$ cat src/rtl/data_processing_block.sv
// rtl/data_processing_block.sv - 8-bit pixel processor, per-beat mode, main+skid output buffer
// Define SATURATE_EN to clamp add-one and gain-x2 results at all-ones instead of wrapping.

module data_processing_block #(
  parameter int DATA_W = 8
) (
  input  logic              clk,
  input  logic              rst,
  input  logic              valid_in,
  output logic              ready_in,
  input  logic [DATA_W-1:0] data_in,
  input  logic [1:0]        mode,
  output logic              valid_out,
  input  logic              ready_out,
  output logic [DATA_W-1:0] data_out
);

  logic              main_valid;
  logic [DATA_W-1:0] main_data;
  logic              skid_valid;
  logic [DATA_W-1:0] skid_data;
  logic              skid_valid_nxt;
  logic              in_xfer;
  logic              out_xfer;
  logic              main_free;
  logic [DATA_W-1:0] result;

  function automatic logic [DATA_W-1:0] transform(input logic [DATA_W-1:0] d,
                                                  input logic [1:0]        m);
    logic [DATA_W:0]   sum;
    logic [DATA_W:0]   dbl;
    logic [DATA_W-1:0] r;
    sum = {1'b0, d} + {{DATA_W{1'b0}}, 1'b1};
    dbl = {d, 1'b0};
    case (m)
      2'b00:   r = d;
      2'b01:   r = sum[DATA_W-1:0];
      2'b10:   r = ~d;
      default: r = dbl[DATA_W-1:0];
    endcase
`ifdef SATURATE_EN
    // the carry-out bit flags overflow for both add-one and shift-left
    if ((m == 2'b01 && sum[DATA_W]) || (m == 2'b11 && dbl[DATA_W]))
      r = '1;
`endif
    return r;
  endfunction

  assign in_xfer   = valid_in && ready_in;
  assign out_xfer  = main_valid && ready_out;
  assign main_free = !main_valid || out_xfer;
  assign result    = transform(data_in, mode);

  always_comb begin
    skid_valid_nxt = skid_valid;
    if (main_free)
      skid_valid_nxt = skid_valid && in_xfer;
    else if (in_xfer)
      skid_valid_nxt = 1'b1;
  end

  always_ff @(posedge clk) begin
    if (!rst) begin
      main_valid <= 1'b0;
      main_data  <= '0;
      skid_valid <= 1'b0;
      skid_data  <= '0;
      ready_in   <= 1'b1;
    end else begin
      if (main_free) begin
        if (skid_valid) begin
          main_valid <= 1'b1;
          main_data  <= skid_data;
          if (in_xfer)
            skid_data <= result;
        end else if (in_xfer) begin
          main_valid <= 1'b1;
          main_data  <= result;
        end else begin
          main_valid <= 1'b0;
        end
      end else if (in_xfer) begin
        skid_data <= result;
      end
      skid_valid <= skid_valid_nxt;
      // registered so ready_in never depends combinationally on ready_out
      ready_in   <= !skid_valid_nxt;
    end
  end

  assign valid_out = main_valid;
  assign data_out  = main_data;

endmodule

$ cat config.mk
export PLATFORM = sky130hd
export DESIGN_NAME = data_processing_block
export DESIGN_NICKNAME = d
export VERILOG_FILES = /design/src/rtl/data_processing_block.sv
export SDC_FILE = /design/constraint.sdc
export NUM_CORES = 1
export LEC_CHECK = 0
export BUFFER_PORTS_ARGS = -buffer_cell sky130_fd_sc_hd__buf_2
export CAP_MARGIN = 5
export CORE_AREA = 4 4 67 51
export CTS_CLUSTER_DIAMETER = 150
export DETAILED_ROUTE_END_ITERATION = 7
export DIE_AREA = 0 0 71 55
export GPL_ROUTABILITY_DRIVEN = 1
export HOLD_SLACK_MARGIN = 0.02
export SLEW_MARGIN = 20
export SYNTH_ARGS = -nofsm -noshare
export SYNTH_HDL_FRONTEND = slang
export SYNTH_SLANG_ARGS = --single-unit
export TNS_END_PERCENT = 100
$ cat constraint.sdc
create_clock -name clk -period 3.96 [get_ports clk]
set_input_delay 0.396 -clock clk [delete_from_list [all_inputs] [get_ports clk]]
set_output_delay 0.396 -clock clk [all_outputs]
set_load 0.02 [all_outputs]
==> results.toml <==
[timing]
finalSetupTns_ns = 0
worstMarginPinSlew_ns = 0.9328
fin_hold_ws_ns = 0.4748
slew_headroom = 0.3768
final_max_slew_viol_count = 0
timing.fmax_ghz = 0.5010
fin_crit_ns = 1.996
rsz0062_at_grt = "no"
fin_ws_ns = 1.964
finalSetupViolations = 0
clock_skew_ns = 0.002969
hold_viol = 0
period_share = 0.5040

[detailed_routing]
via_count = 1026
via_per_inst = 5.429
wl_per_cell_um = 13.40
drt_iter0_drc = 126
route.antenna.remaining_nets = 0
drt-pass1-iter-count = 4
finalWirelength_um = 2533
drc = 0

[yosys]
yosys-top-cells-area = "dfxtp_1 35%, o21ai_0 6.1%, nand2_1 6.0%"
ys_ff_latch = 19
avgSynthCellArea_um2 = 7.943
synthSimpleGateAreaFrac = 0.2170
synth_top_cell_by_area = "dfxtp_1"
synth_cell_type_count = 37
yosysWarnings = 0
ys_seq_area_frac = 0.3547
synthAdderAreaFrac = 0.01167
syn_inst = 135
synth_top_family_by_area = "compound AO/OA/AOI/OAI gates"
muxShareOfSynthArea = 0.02800
synth-xor-area-share = 0.03267
synth.top_cell.area_share = 0.3547
synth_area_mm2 = 0.001072
synth_compound_area_frac = 0.2975
syn_nets = 150

[power]
irDropWorstVdd_uv = 203.8
total_leakage_power_nw = 0.4867
p_per_area_mw_per_mm2 = 357.0
p_total_mw = 0.4404

[placed_design]
dp_hpwl_um = 1891
io_buffers = 23
dp_slack_ns = 1.950
dpl_cell_area_mm2 = 0.001189
place_congestion = 0.7759

[global_routing]
grt_pass1_vias = 850
grt_max_degree = 21
grt_pass1_wl_um = 4098
grt.overflow.total = 0
grtUsageTotal = 0.1352
antenna_found_initial = 0

[min_path]
min_path_cells = 2
min_path_type = "reg -> reg"
hold_start = "data_out[7]"
hold_end = "data_out[7]"

[clocking]
clock_path_buffers = 2
htree_num_levels = 1
cts_tree = "built"
clk_pin_slew_ns = 0.07
clkLatencyLatePin_ns = 0.25
ctsHoldBuffers = 0
cts_setup_buffers = 0
cts_buffers = 3
cts_resized = 0
cts_sinks = 19
root_buffer = "clkbuf_8"

[die]
io_pins = 24
dieHeight_um = 55
start_util = 0.3938
core_mm2 = 0.002723
die-area_mm2 = 0.003905
fp-row-count = 16
die_x_um = 71

[worst_setup_path]
cp_data_required_time_ns = 4.13
reg2reg_from = "skid_valid"
timing.rr.end = "data_out[5]"
cp-start-kind = "register"
critPathKind = "reg -> reg"
rr_worst_depth = 4
critPathArrivalTime_ns = 2.16
critPathCaptureType = "register"
r2r_slack_ns = 1.96
startpoint = "skid_valid"
crit_path_max_fanout = 15

[cells_and_area]
fillers = 302
areaGrowthSynthToFinish_pct = 15.05
finalNetCount = 169
stdcell_area_mm2 = 0.001234
insertedDiodeCount = 0
drive_above_1_share = 0.2026

[run_status]
status = "finished, final reports clean"

[run]
drv_cap = 0
stage by stage:
stage	std cells	utilization
after floorplan	135	-
after global placement	185	0.4366
after detailed placement	185	0.4366
after CTS	189	0.4531
after global routing	189	0.4531
final	189	0.4531
registers in the layout (all words and copies together), names as in the netlist:
register	flops
ready_in	1
skid_data	8
data_out	8
valid_out	1
skid_valid	1
how the worst max path moves through the flow:
stage	to	slack, ns
finish	data_out[5]	1.96
global route	data_out[5]	1.67
floorplan	data_out[7]	2.42
CTS	data_out[5]	1.94
global placement	data_out[5]	2.05
detailed placement	data_out[5]	1.95
cell families after synthesis:
kind of cell               Yosys count
AOI/OAI and AO/OA                   48
and+or+nand+nor                     46
DFF                                 19
buffers and inverters               14
xor gates and xnor gates             4
muxes                                3
adders and majority gates            1
metal layers:
layer  vias up  track usage  part of all wire
met4         0      0.02813            0.0032
met5         -            0                 0
met2        21       0.2062              0.43
li1        533            -                 -
met3         2      0.04874             0.058
met1       470       0.1847              0.51
critical path, cell delays in order (launching register included):
cell      delay [ns]
dfxtp_1         0.55
inv_2           0.18
a21boi_1        0.75
nand3_1         0.20
o221ai_1        0.23
cell type report:
class | count | area, µm² | area share
clock buffers | 4 | 45.04 | 0.03651
inverters | 5 | 18.77 | 0.01521
multi-input cells | 102 | 629.4 | 0.5101
flip-flops and latches | 19 | 380.4 | 0.3083
well taps | 36 | 45.04 | 0.03651
repair buffers | 23 | 115.1 | 0.09331
report_power, final:
| group | internal [mW] | switching [mW] |
|---|---|---|
| Clock | 0.0714 | 0.0599 |
| Sequential | 0.205 | 0.00726 |
| Combinational | 0.0368 | 0.0606 |
placed cells by master (no fill, tap or decap), drive strengths merged, types with 5 or more instances in the layout:
| cell type | instances |
|---|---|
| nor2 | 6 |
| buf | 23 |
| nand2b | 6 |
| nand2 | 17 |
| o211ai | 5 |
| a21oi | 8 |
| o21ai | 13 |
| dfxtp | 19 |
| inv | 5 |
| a31oi | 5 |
synth_stat cells:
master      n
nand4_2     1
o22ai_1     4
buf_2       5
a211oi_1    4
o21ai_0    13
xor2_1      1
o221ai_1    2
nand3b_1    1
a311oi_1    1
nand2b_1    6
dfxtp_1    19
a31o_2      1
clkbuf_1    3
o311a_1     2
a21oi_1     7
nor3_1      3
inv_1       4
a31oi_1     5
nor2b_1     2
and3_1      1
mux2i_1     3
xnor2_1     3
a2111oi_2   1
buf_4       1
nor4_1      2
or2_0       1
a21boi_1    1
nor2_1      6
o211ai_1    5
ha_1        1
nand2_1    17
nand3_1     3
a21oi_2     1
inv_2       1
nand4_1     2
and3b_1     1
a221oi_1    1
No activity file was read; power rests on OpenSTA's default activity.
